[src/rtl/quick_rs232_tx_pkg.sv]
// Shared RS-232 constants: parity/stop codes, FSM encoding and bit-timing helpers,
// common to the transmitter and the quick_rs232 receive path.
package quick_rs232_tx_pkg;

  localparam int PARITY_NONE = 0;
  localparam int PARITY_EVEN = 1;
  localparam int PARITY_ODD  = 2;

  localparam int STOP_ONE      = 0;
  localparam int STOP_ONE_HALF = 1;
  localparam int STOP_TWO      = 2;

  typedef enum logic [2:0] {
    ST_IDLE   = 3'd0,
    ST_START  = 3'd1,
    ST_DATA   = 3'd2,
    ST_PARITY = 3'd3,
    ST_STOP   = 3'd4
  } rs232_state_e;

  function automatic int bit_ticks(input int clk_freq, input int baud_rate);
    return clk_freq / baud_rate;
  endfunction

  function automatic int stop_ticks(input int bit_t, input int stop_bits);
    case (stop_bits)
      STOP_ONE_HALF: return bit_t + bit_t / 2;
      STOP_TWO:      return 2 * bit_t;
      default:       return bit_t;
    endcase
  endfunction

endpackage

[src/rtl/quick_rs232_tx_if.sv]
// Producer-side handshake and serial line of the RS-232 transmitter.
interface quick_rs232_tx_if;
  logic       tx;
  logic       cts;
  logic       tx_transaction;
  logic [7:0] tx_data;
  logic       tx_data_ready;
  logic       tx_data_copied;
  logic       tx_busy;

  modport master (
    input  tx, tx_data_copied, tx_busy,
    output cts, tx_transaction, tx_data, tx_data_ready
  );

  modport slave (
    output tx, tx_data_copied, tx_busy,
    input  cts, tx_transaction, tx_data, tx_data_ready
  );
endinterface

[src/rtl/quick_rs232_baud_gen.sv]
// Bit-period counter: counts 0..limit-1, pulses bit_done on the last tick and
// self-restarts; restart_i holds it at zero.
module quick_rs232_baud_gen (
  input  logic        clk,
  input  logic        rst,
  input  logic        restart_i,
  input  logic [15:0] limit_i,
  output logic        bit_done_o
);
  logic [15:0] cnt_q, cnt_d;

  assign bit_done_o = ~restart_i & (cnt_q == limit_i - 16'd1);

  always_comb begin
    cnt_d = cnt_q + 16'd1;
    if (restart_i || bit_done_o) cnt_d = '0;
  end

  always_ff @(posedge clk or posedge rst) begin
    if (rst) cnt_q <= '0;
    else     cnt_q <= cnt_d;
  end
endmodule

[src/rtl/quick_rs232_tx.sv]
// RS-232 transmitter: one-byte holding register feeding an LSB-first frame
// serialiser with optional parity, configurable stop length and CTS gating.
module quick_rs232_tx
  import quick_rs232_tx_pkg::*;
#(
  parameter int CLK_FREQ     = 50000000,
  parameter int BAUD_RATE    = 115200,
  parameter int BYTE_LEN     = 8,
  parameter int PARITY       = 1,
  parameter int STOP_BITS    = 0,
  parameter int FLOW_CONTROL = 0
) (
  input  logic               clk,
  input  logic               rst,
  quick_rs232_tx_if.slave    bus
);
  localparam int         BIT_T     = bit_ticks(CLK_FREQ, BAUD_RATE);
  localparam int         STOP_T    = stop_ticks(BIT_T, STOP_BITS);
  localparam logic [7:0] DATA_MASK = 8'((1 << BYTE_LEN) - 1);
  localparam logic [2:0] LAST_BIT  = 3'(BYTE_LEN - 1);

  rs232_state_e state_q, state_d;
  logic         cts_meta_q, cts_sync_q, rdy_q;
  logic [7:0]   hold_q, hold_d, shift_q, shift_d;
  logic [2:0]   bit_cnt_q, bit_cnt_d;
  logic         hold_full_q, hold_full_d;
  logic         par_q, par_d, tx_q, tx_d, busy_q, busy_d, copied_q;
  logic         offer, accept, start_ok, move, restart, bit_done;
  logic [15:0]  limit;

  assign offer    = bus.tx_data_ready & ~rdy_q;
  assign start_ok = hold_full_q & bus.tx_transaction & ((FLOW_CONTROL == 0) | cts_sync_q);
  assign move     = start_ok & ((state_q == ST_IDLE) | ((state_q == ST_STOP) & bit_done));
  // the holding register frees up on the same edge it hands its byte to the shifter
  assign accept   = offer & (~hold_full_q | move);
  assign limit    = (state_q == ST_STOP) ? 16'(STOP_T) : 16'(BIT_T);

  quick_rs232_baud_gen u_baud (
    .clk        (clk),
    .rst        (rst),
    .restart_i  (restart),
    .limit_i    (limit),
    .bit_done_o (bit_done)
  );

  always_comb begin
    state_d   = state_q;
    restart   = 1'b0;
    shift_d   = shift_q;
    bit_cnt_d = bit_cnt_q;
    par_d     = par_q;
    tx_d      = 1'b1;
    case (state_q)
      ST_IDLE: begin
        restart = 1'b1;
        if (move) state_d = ST_START;
      end
      ST_START:  if (bit_done) state_d = ST_DATA;
      ST_DATA: if (bit_done) begin
        if (bit_cnt_q == LAST_BIT) begin
          state_d = (PARITY == PARITY_NONE) ? ST_STOP : ST_PARITY;
        end else begin
          shift_d   = shift_q >> 1;
          bit_cnt_d = bit_cnt_q + 3'd1;
        end
      end
      ST_PARITY: if (bit_done) state_d = ST_STOP;
      ST_STOP:   if (bit_done) state_d = move ? ST_START : ST_IDLE;
      default:   state_d = ST_IDLE;
    endcase
    if (move) begin
      shift_d   = hold_q & DATA_MASK;
      bit_cnt_d = '0;
      par_d     = (^(hold_q & DATA_MASK)) ^ (PARITY == PARITY_ODD);
    end
    hold_d      = accept ? bus.tx_data : hold_q;
    hold_full_d = accept | (hold_full_q & ~move);
    // line level is registered from next-state so it changes with the state
    case (state_d)
      ST_START:  tx_d = 1'b0;
      ST_DATA:   tx_d = shift_d[0];
      ST_PARITY: tx_d = par_d;
      default:   tx_d = 1'b1;
    endcase
    busy_d = (state_d != ST_IDLE) | hold_full_d;
  end

  always_ff @(posedge clk or posedge rst) begin
    if (rst) begin
      state_q     <= ST_IDLE;
      cts_meta_q  <= 1'b0;
      cts_sync_q  <= 1'b0;
      rdy_q       <= 1'b0;
      hold_q      <= '0;
      hold_full_q <= 1'b0;
      shift_q     <= '0;
      bit_cnt_q   <= '0;
      par_q       <= 1'b0;
      tx_q        <= 1'b1;
      busy_q      <= 1'b0;
      copied_q    <= 1'b0;
    end else begin
      state_q     <= state_d;
      cts_meta_q  <= bus.cts;
      cts_sync_q  <= cts_meta_q;
      rdy_q       <= bus.tx_data_ready;
      hold_q      <= hold_d;
      hold_full_q <= hold_full_d;
      shift_q     <= shift_d;
      bit_cnt_q   <= bit_cnt_d;
      par_q       <= par_d;
      tx_q        <= tx_d;
      busy_q      <= busy_d;
      copied_q    <= accept;
    end
  end

  assign bus.tx             = tx_q;
  assign bus.tx_data_copied = copied_q;
  assign bus.tx_busy        = busy_q;
endmodule

[src/flat_wrapper.sv]
// flat-port wrapper written by rule: the top's interface ports become plain ports
module quick_rs232_tx_flat import quick_rs232_tx_pkg::*;
#(
  parameter int CLK_FREQ     = 50000000,
  parameter int BAUD_RATE    = 115200,
  parameter int BYTE_LEN     = 8,
  parameter int PARITY       = 1,
  parameter int STOP_BITS    = 0,
  parameter int FLOW_CONTROL = 0
)
  (clk, rst, bus_tx, bus_tx_data_copied, bus_tx_busy, bus_cts, bus_tx_transaction, bus_tx_data, bus_tx_data_ready);
  quick_rs232_tx_if bus_i ();
  input  logic clk;
  input  logic rst;
  output wire logic [$bits(bus_i.tx)-1:0] bus_tx;
  output wire logic [$bits(bus_i.tx_data_copied)-1:0] bus_tx_data_copied;
  output wire logic [$bits(bus_i.tx_busy)-1:0] bus_tx_busy;
  input wire logic [$bits(bus_i.cts)-1:0] bus_cts;
  input wire logic [$bits(bus_i.tx_transaction)-1:0] bus_tx_transaction;
  input wire logic [$bits(bus_i.tx_data)-1:0] bus_tx_data;
  input wire logic [$bits(bus_i.tx_data_ready)-1:0] bus_tx_data_ready;
  assign bus_tx = bus_i.tx;
  assign bus_tx_data_copied = bus_i.tx_data_copied;
  assign bus_tx_busy = bus_i.tx_busy;
  assign bus_i.cts = bus_cts;
  assign bus_i.tx_transaction = bus_tx_transaction;
  assign bus_i.tx_data = bus_tx_data;
  assign bus_i.tx_data_ready = bus_tx_data_ready;
  quick_rs232_tx #(.CLK_FREQ(CLK_FREQ), .BAUD_RATE(BAUD_RATE), .BYTE_LEN(BYTE_LEN), .PARITY(PARITY), .STOP_BITS(STOP_BITS), .FLOW_CONTROL(FLOW_CONTROL)) u_core (.clk(clk), .rst(rst), .bus(bus_i));
endmodule
[config.mk]
export PLATFORM = sky130hd
export DESIGN_NAME = quick_rs232_tx_flat
export DESIGN_NICKNAME = d
export VERILOG_FILES = /design/src/rtl/quick_rs232_tx_pkg.sv /design/src/rtl/quick_rs232_tx_if.sv /design/src/rtl/quick_rs232_baud_gen.sv /design/src/rtl/quick_rs232_tx.sv /design/src/flat_wrapper.sv
export SDC_FILE = /design/constraint.sdc
export NUM_CORES = 1
export LEC_CHECK = 0
export CORE_UTILIZATION = 30
export CTS_BUF_LIST = sky130_fd_sc_hd__clkbuf_16
export CTS_CLUSTER_SIZE = 28
export DETAILED_ROUTE_END_ITERATION = 10
export PLACE_DENSITY_LB_ADDON = 0.25
export SYNTH_ARGS = -nofsm -noshare
export SYNTH_HDL_FRONTEND = slang
export SYNTH_SLANG_ARGS = --single-unit
[constraint.sdc]
create_clock -name clk -period 3.8 [get_ports clk]
set_input_delay 0.76 -clock clk [delete_from_list [all_inputs] [get_ports clk]]
set_output_delay 0.76 -clock clk [all_outputs]
set_load 0.01 [all_outputs]
==> results of run 1 <==
==> layout make-up <==
class | count | area [um^2]
tap | 96 | 120
multi-input combinational | 136 | 981
clock inverter | 3 | 42.5
clock buffer | 5 | 125
inverter | 5 | 18.8
fill | 688 | 4320
timing repair buffer | 16 | 155
sequential | 44 | 1100
==> metal layers <==
metal	wire length, um	vias up
li1	-	699
met1	2030	674
met2	1540	32
met3	154	6
met4	83	0
met5	0	-
==> worst min-delay path by stage <==
| stage | to | slack (ns) | cells after the start |
|---|---|---|---|
| 2_1_floorplan | u_core.par_q | 0.45 | 2 |
| 3_3_place_gp | u_core.shift_q[7] | 0.49 | 2 |
| 3_5_place_dp | u_core.par_q | 0.50 | 2 |
| 4_1_cts | u_core.u_baud.cnt_q[0] | 0.52 | 1 |
| 5_1_grt | u_core.u_baud.cnt_q[0] | 0.54 | 1 |
| 6_report | u_core.shift_q[7] | 0.51 | 2 |
==> synth_stat cells (all sizes together) (2+ instances only) <==
cell	instances
o21ai	3
clkbuf	3
o21a	2
mux2i	8
nor3	2
nand2	7
xnor2	12
nand2b	3
or3	2
and4	2
inv	5
nor2	31
nand4	4
or4	4
ha	4
dfrtp	43
nand3b	2
buf	3
nand3	7
xor2	9
mux2	9
a21oi	10
==> cell families (layout without fill, tap and decap cells) <==
kind of cell	Yosys count	in the layout	share of synthesized area (%)
AND/OR/NAND/NOR	70	70	17.1
flip-flops	44	44	51.3
AO/OA/AOI/OAI	24	24	7.87
XOR/XNOR	21	21	8.57
multiplexers	17	17	9.85
buffers and inverters	11	29	2.97
adder cells (fa/ha/maj)	4	4	2.33
==> report_power, final <==
part           total, mW  internal (mW)  switching (mW)
combinational      0.448          0.268           0.180
clock              0.488          0.309           0.179
sequential         0.729          0.608           0.121
total               1.67           1.18           0.481
==> worst max-delay path, stage by stage, from the launching register on <==
cell     delay (ns)
dfrtp_1        0.41
or4_4          0.55
or4_4          0.59
a21o_1         0.41
a21oi_4        0.48
mux2_4         0.34
==> registers in the layout, indices dropped and copies added, names as in the netlist <==
register / flops
u_core.bus.tx: 1
u_core.bit_cnt_q: 3
u_core.state_q: 3
u_core.hold_full_q: 1
u_core.shift_q: 8
u_core.u_baud.cnt_q: 16
u_core.par_q: 1
u_core.bus.tx_busy: 1
u_core.hold_q: 8
u_core.rdy_q: 1
u_core.bus.tx_data_copied: 1
==> through the flow <==
stage	power, mW	std cells	utilization [%]	setup WS [ns]
6_report	1.67	305	37.0	0.897
5_1_grt	1.77	305	37.0	0.764
2_1_floorplan	1.09	191	-	1.15
3_3_place_gp	1.19	297	34.6	0.898
3_5_place_dp	1.19	297	34.6	0.899
4_1_cts	1.69	305	37.0	0.891
==> flow_summary.json, run 1 <==
{
  "outcome": "complete, no violations",
  "fin_area_mm2": 0.00254,
  "htree_num_levels": 2,
  "io_pins": 16,
  "ctsResizeCount": 0,
  "path_clk_slew_ns": 0.06,
  "core_area_mm2": 0.00687,
  "dpl_cell_area_mm2": 0.00238,
  "cts_sinks": 44,
  "hold_viol": 0,
  "p_leak_nw": 1.12,
  "whs_ns": 0.512,
  "clk_latency_ns": 0.28,
  "grt_start_max_net_pins": 32,
  "irDropWorstVdd_mv": 0.250,
  "path_max_fanout": 18,
  "grt_antenna_before_repair": 0,
  "ys_ff_latch": 44,
  "root_buffer": "clkbuf_16",
  "cts_buffers": 5,
  "synth_top_cell_area_share_pct": 50.1,
  "reg2reg_from": "u_core.u_baud.cnt_q[3]",
  "final_common_cell": "dfrtp_1",
  "power_density_mw_per_mm2": 654,
  "routed_wl_um": 3800,
  "vias": 1411,
  "skew_ns": 0.00485,
  "row_count": 30,
  "slew_headroom_pct": 58.0,
  "startpoint": "u_core.u_baud.cnt_q[3]",
  "place.gp.congestion": 0.788,
  "worstPathRequired_ns": 3.97,
  "ys.flop_type": "dfrtp_1",
  "synth.distinct_cells": 41,
  "synth_area_leaders": "dfrtp_1, mux2_4, nor2_1",
  "dp_hpwl_um": 2590,
  "grt_usage_pct": 11.8,
  "cts_tree": "built",
  "reg2reg_to": "u_core.hold_q[3]",
  "layout_common_cells": "dfrtp_1, nor2_1, clkdlybuf4s50_1",
  "area_growth_pct": 18.5,
  "syn-cell-area_mm2": 0.00215,
  "endpoint": "u_core.hold_q[3]",
  "yosys_warnings": 0,
  "grt.overflow.total": 0,
  "fp.dieArea_mm2": 0.00750,
  "setup_tns_ns": 0,
  "holdCritStartpoint": "u_core.shift_q[7]",
  "ys_seq_area_share_pct": 51.3,
  "busiest_layer": "met1",
  "rr_worst_depth": 5,
  "drc": 0,
  "async_flop_share_pct": 100,
  "end_kind": "flop",
  "use_met2_pct": 16.6,
  "yosys.area.top_type": "dfrtp_1",
  "drtAntennaViolNets": 0,
  "synthCells": 191,
  "regToRegSetupSlack_ns": 0.90,
  "setup_violations": 0,
  "synth_edf_count": 0,
  "drv_slew": 0,
  "grtUsageMet3_pct": 2.57,
  "ctsLongestPathBuffers": 2,
  "hold_class": "flop to flop",
  "synthesis.nets": 208,
  "cap_violations": 0,
  "first_global_vias": 1346,
  "post_cts_buffers": 0,
  "drt-initial-drc-count": 94,
  "avgSynthCellArea_um2": 11.2,
  "dr.pass1.iters": 4,
  "cts-hold-fix-buffers": 0,
  "start_util_pct": 31.3,
  "drive_gt1_share_pct": 12.0,
  "grtUsageMet1_pct": 17.2,
  "grt_pass1_wl_um": 6710,
  "cp-start-kind": "flop",
  "rsz0062_at_grt": "false",
  "io_buffers": 14,
  "die_w_um": 86.6,
  "arrival_ns": 3.07,
  "fin_crit_ns": 2.90,
  "diodes": 0,
  "path_class": "flop to flop",
  "tightest_slew_ns": 0.622,
  "post-route-period-util_pct": 76.4,
  "fin_nets": 225,
  "die_y_um": 86.6,
  "wl_per_cell_um": 12.5,
  "post_drt_via_cell_ratio": 4.63,
  "max_freq_mhz": 344
}
No activity file was read; power rests on OpenSTA's default activity.
==> run 2, diff against run 1 <==
==> constraint.sdc (replaced) <==
create_clock -name clk -period 2.7 [get_ports clk]
set_input_delay 0.54 -clock clk [delete_from_list [all_inputs] [get_ports clk]]
set_output_delay 0.54 -clock clk [all_outputs]
set_load 0.01 [all_outputs]
==> flow_summary.json, run 2 (synthesis results as in run 1) <==
{
  "outcome": "complete, no violations",
  "worstPathRequired_ns": 2.90,
  "hold_class": "flop to flop",
  "crit_chain": "or4_4, or4_4, or4_4, o2111a_1, o22a_1",
  "setup_tns_ns": 0,
  "largest_registers": "u_core.u_baud.cnt_q: 16 flops, u_core.hold_q: 8 flops, u_core.shift_q: 8 flops",
  "path_max_fanout": 5,
  "io_buffers": 14,
  "regToRegSetupSlack_ns": 0.09,
  "fin_crit_ns": 2.61,
  "wl_met2_um": 1620,
  "post_drt_via_cell_ratio": 4.51,
  "irDropWorstVdd_mv": 0.350,
  "drtAntennaViolNets": 0,
  "switching_share_pct": 27.0,
  "holdCritStartpoint": "u_core.shift_q[7]",
  "rsz0062_at_grt": "false",
  "fin_cells": 314,
  "p_seq_share_pct": 42.0,
  "cts_sinks": 44,
  "tightest_slew_ns": 0.743,
  "m1WireLength_um": 2030,
  "fp.dieArea_mm2": 0.00750,
  "regMostFlops": "u_core.u_baud.cnt_q",
  "routed_wl_um": 3850,
  "hold_viol": 0,
  "drive_gt1_share_pct": 15.1,
  "path_class": "flop to flop",
  "power_frac_clock_pct": 30.8,
  "fin_area_mm2": 0.00266,
  "slew_headroom_pct": 50.2,
  "drt-initial-drc-count": 65,
  "drv_slew": 0,
  "cp_top_family": "simple AND/OR/NAND/NOR gates",
  "arrival_ns": 2.81,
  "cp-start-kind": "flop",
  "grt_antenna_before_repair": 0,
  "startpoint": "u_core.u_baud.cnt_q[3]",
  "postLayoutCoreUtil_pct": 38.8,
  "drc": 0,
  "place_inst": 305,
  "power_density_mw_per_mm2": 917,
  "vias": 1417,
  "multiInputGateArea_um2": 981,
  "cts_tree": "built",
  "die_w_um": 86.6,
  "htree_num_levels": 2,
  "die_y_um": 86.6,
  "cp_slowest_cell": "or4_4",
  "place.gp.congestion": 0.775,
  "setup_violations": 0,
  "end_kind": "flop",
  "crit_path_frequent_cell": "or4_4",
  "reg2reg_from": "u_core.u_baud.cnt_q[3]",
  "layout_common_cells": "dfrtp_1, nor2_1, clkdlybuf4s50_1",
  "grt_start_max_net_pins": 26,
  "area_growth_pct": 24.0,
  "highest_layer": "met4",
  "dr.pass1.iters": 4,
  "wl_per_cell_um": 12.2,
  "root_buffer": "clkbuf_16",
  "cts-hold-fix-buffers": 0,
  "fin_nets": 234,
  "row_count": 30,
  "max_freq_mhz": 383,
  "met3WireLength_um": 132,
  "grt.overflow.total": 0,
  "p_leak_nw": 1.19,
  "cap_violations": 0,
  "grt_pass1_wl_um": 6620,
  "power_switching_mw": 0.660,
  "fillers": 669,
  "seqCellArea_mm2": 0.00110,
  "post-route-period-util_pct": 96.6,
  "core_area_mm2": 0.00687,
  "dp_hpwl_um": 2700,
  "diodes": 0,
  "dpl_cell_area_mm2": 0.00246,
  "critPathBufInv": 0,
  "largest_reg_flops": 16,
  "p_comb_share_pct": 27.2,
  "clk_latency_ns": 0.28,
  "grt_usage_pct": 11.5,
  "start_util_pct": 31.3,
  "skew_ns": 0.00720,
  "io_pins": 16,
  "first_global_vias": 1373,
  "cts_buffers": 5,
  "slowest_delay_ns": 0.57,
  "internal_power_mw": 1.78,
  "final_common_cell": "dfrtp_1",
  "ctsLongestPathBuffers": 2,
  "path_clk_slew_ns": 0.06
}
==> run 2: stage by stage <==
| step | total power [mW] | setup WS, ns | hold WS, ns |
|---|---|---|---|
| after floorplan | 1.53 | 0.0537 | 0.451 |
| after detailed placement | 1.70 | 0.0911 | 0.491 |
| after global placement | 1.68 | 0.108 | 0.479 |
| final | 2.44 | 0.0916 | 0.509 |
| after CTS | 2.48 | 0.0866 | 0.505 |
| after global routing | 2.62 | 0.00290 | 0.538 |
==> run 2: per-layer routing <==
metal  GRT usage [%]  vias up
li1                -      718
met1            16.9      668
met2            16.1       26
met3            2.57        5
met4            4.85        0
met5               0        -
==> run 2: power by group through the flow <==
stage	Clock, mW	Combinational (mW)	Sequential (mW)
final	0.752	0.663	1.03
after CTS	0.781	0.665	1.03
after floorplan	0	0.537	0.994
after detailed placement	0	0.660	1.04
after global placement	0	0.649	1.03
after global routing	0.816	0.751	1.06
==> run 2: tightest hold or removal path: stages (launching register included) <==
cell and delay [ns]:
dfrtp_1 0.35, nand3_1 0.06, o21ai_0 0.06
==> run 2: worst paths after layout <==
kind | end | depth (start not counted)
worst min-delay path | u_core.shift_q[7] | 2
min in group asynchronous | u_core.bus.tx_data_copied | 2
max in group asynchronous | u_core.bus.tx | 3
worst min register to register | u_core.shift_q[7] | 2
worst max register to register | u_core.bus.tx | 5
worst max-delay path | u_core.bus.tx | 5
==> run 2: repair_timing <==
| action | in CTS | in global routing |
|---|---|---|
| setup buffers | 0 | 1 |
| resized for setup | 0 | 1 |
| setup endpoints to repair | 0 | 5 |
==> run 2: area by class of cell <==
cell class	instances	area share, %
inverters	5	0.705
clock inverters	3	2.40
repair buffers	25	9.45
flip-flops and latches	44	41.4
clock buffers	5	4.70
well taps	96	4.51
multi-input cells	136	36.8
==> run 3, diff against run 2 <==
--- a/config.mk
+++ b/config.mk
@@ -5,7 +5,8 @@
 export SDC_FILE = /design/constraint.sdc
 export NUM_CORES = 1
 export LEC_CHECK = 0
-export CORE_UTILIZATION = 30
+export CORE_ASPECT_RATIO = 0.7
+export CORE_UTILIZATION = 57
 export CTS_BUF_LIST = sky130_fd_sc_hd__clkbuf_16
 export CTS_CLUSTER_SIZE = 28
 export DETAILED_ROUTE_END_ITERATION = 10
==> flow_summary.json, run 3 (synthesis results as in run 1) <==
{
  "outcome": "complete, no violations",
  "regToRegSetupSlack_ns": 0.02,
  "row_count": 18,
  "io_buffers": 14,
  "rr_worst_depth": 8,
  "fillers": 259,
  "grt_usage_pct": 24.8,
  "final_common_cell": "dfrtp_1",
  "routed_wl_um": 4440,
  "skew_ns": 0.00648,
  "drv_slew": 0,
  "largest_registers": "u_core.u_baud.cnt_q: 16 flops, u_core.hold_q: 8 flops, u_core.shift_q: 8 flops",
  "drt-initial-drc-count": 103,
  "holdCritStartpoint": "u_core.par_q",
  "die_y_um": 53.4,
  "ctsLongestPathBuffers": 2,
  "min_path_cells": 2,
  "cts_buffers": 5,
  "die_w_um": 75.4,
  "core_area_mm2": 0.00356,
  "first_global_vias": 1517,
  "end_kind": "flop",
  "total_power_mw": 2.45,
  "worstPathRequired_ns": 2.86,
  "fin_nets": 241,
  "whs_ns": 0.516,
  "clk_latency_ns": 0.29,
  "fin_crit_ns": 2.68,
  "place.gp.congestion": 0.823,
  "drive_gt1_share_pct": 18.2,
  "wl_per_cell_um": 16.1,
  "regMostFlops": "u_core.u_baud.cnt_q",
  "reg2reg_from": "u_core.u_baud.cnt_q[1]",
  "grt_pass1_wl_um": 7050,
  "fp.dieArea_mm2": 0.00402,
  "postLayoutSetupSlackWorst_ns": 0.0156,
  "largest_reg_flops": 16,
  "crit_path_frequent_cell": "or4_4",
  "post-route-period-util_pct": 99.4,
  "cts-hold-fix-buffers": 0,
  "grt_start_max_net_pins": 45,
  "path_max_fanout": 7,
  "cp_slowest_cell": "or4_4",
  "grt_antenna_before_repair": 0,
  "dp_hpwl_um": 2940,
  "post_drt_via_cell_ratio": 5.66,
  "holdPathEnd": "u_core.par_q",
  "irDropWorstVdd_mv": 0.687,
  "start_util_pct": 60.3,
  "path_clk_slew_ns": 0.06,
  "cap_violations": 0,
  "area_growth_pct": 22.7,
  "max_freq_mhz": 373,
  "rsz0062_at_grt": "true",
  "root_buffer": "clkbuf_16",
  "vias": 1557,
  "power_density_mw_per_mm2": 931,
  "cts_tree": "built",
  "hold_class": "flop to flop",
  "path_class": "flop to flop",
  "htree_num_levels": 2,
  "tightest_slew_ns": 0.520,
  "post-place-ws_ns": 0.00152,
  "drc": 0,
  "reg2reg_to": "u_core.shift_q[6]",
  "io_pins": 16,
  "p_leak_nw": 1.21,
  "slowest_delay_ns": 0.56,
  "layout_common_cells": "dfrtp_1, nor2_1, buf_4",
  "setup_violations": 0,
  "postLayoutCoreUtil_pct": 74.0,
  "cts_sinks": 44,
  "arrival_ns": 2.85,
  "crit_chain": "inv_1, ha_2, or3b_4, or4_4, or4_4, buf_12, mux2i_1, a21oi_1",
  "dr.pass1.iters": 4,
  "grt.overflow.total": 0,
  "hold_viol": 0,
  "diodes": 0,
  "slew_headroom_pct": 65.3,
  "cp-start-kind": "flop",
  "drtAntennaViolNets": 0
}
==> run 3: final cells by class <==
| cell class | count | area (um^2) | share of cell area [%] |
|---|---|---|---|
| Multi-Input combinational cell | 136 | 986 | 37.4 |
| Clock inverter | 3 | 38.8 | 1.47 |
| Tap cell | 50 | 62.6 | 2.38 |
| Clock buffer | 5 | 125 | 4.75 |
| Timing Repair Buffer | 32 | 300 | 11.4 |
| Sequential cell | 44 | 1100 | 41.9 |
| Inverter | 5 | 18.8 | 0.713 |
==> run 3: power breakdown <==
part	internal [mW]	total (mW)	switching, mW
clock	0.431	0.671	0.240
combinational	0.439	0.750	0.310
sequential	0.855	1.03	0.176
==> run 3: stage by stage <==
stage	std cells	TNS (ns)	area [um^2]
2_1_floorplan	191	0	2150
5_1_grt	275	-0.211	2630
6_report	275	0	2630
3_3_place_gp	258	0	2400
4_1_cts	266	0	2560
3_5_place_dp	258	0	2400
==> run 3: critical path: cells and delay by family, from the launching register on <==
kind,cells,cell delay [ns]
AO/OA/AOI/OAI,1,0.10
adder cells (fa/ha/maj),1,0.18
flip-flops,1,0.38
buffers and inverters,2,0.24
multiplexers,1,0.16
AND/OR/NAND/NOR,3,1.49
==> run 3: repair_timing <==
| action | CTS | global route |
|---|---|---|
| pin swaps | 1 | 6 |
| hold endpoints to repair | 0 | 0 |
| endpoints found under the setup margin | 2 | 8 |
| gates cloned | 0 | 0 |
| resized for setup | 0 | 2 |
| buffers inserted | 0 | 9 |
==> run 3: how the worst max path moves through the flow <==
| stage | start | endpoint | slack (ns) | cells after the start |
|---|---|---|---|---|
| after floorplan | u_core.u_baud.cnt_q[3] | u_core.hold_q[0] | 0.05 | 7 |
| after global placement | u_core.u_baud.cnt_q[1] | u_core.bus.tx | 0.08 | 7 |
| after detailed placement | u_core.u_baud.cnt_q[1] | u_core.shift_q[6] | 0.002 | 8 |
| after CTS | u_core.u_baud.cnt_q[1] | u_core.shift_q[6] | 0.04 | 8 |
| after global routing | u_core.u_baud.cnt_q[1] | u_core.shift_q[6] | -0.05 | 8 |
| final | u_core.u_baud.cnt_q[1] | u_core.shift_q[6] | 0.02 | 8 |
==> run 3: per-layer routing <==
metal  part of all wire (%)  vias to the layer above  track usage [%]
met4                    1.0                        0             8.02
met5                      0                        -                0
li1                       -                      730                -
met3                    4.7                        4             5.90
met1                     44                      784             33.6
met2                     50                       39             39.1
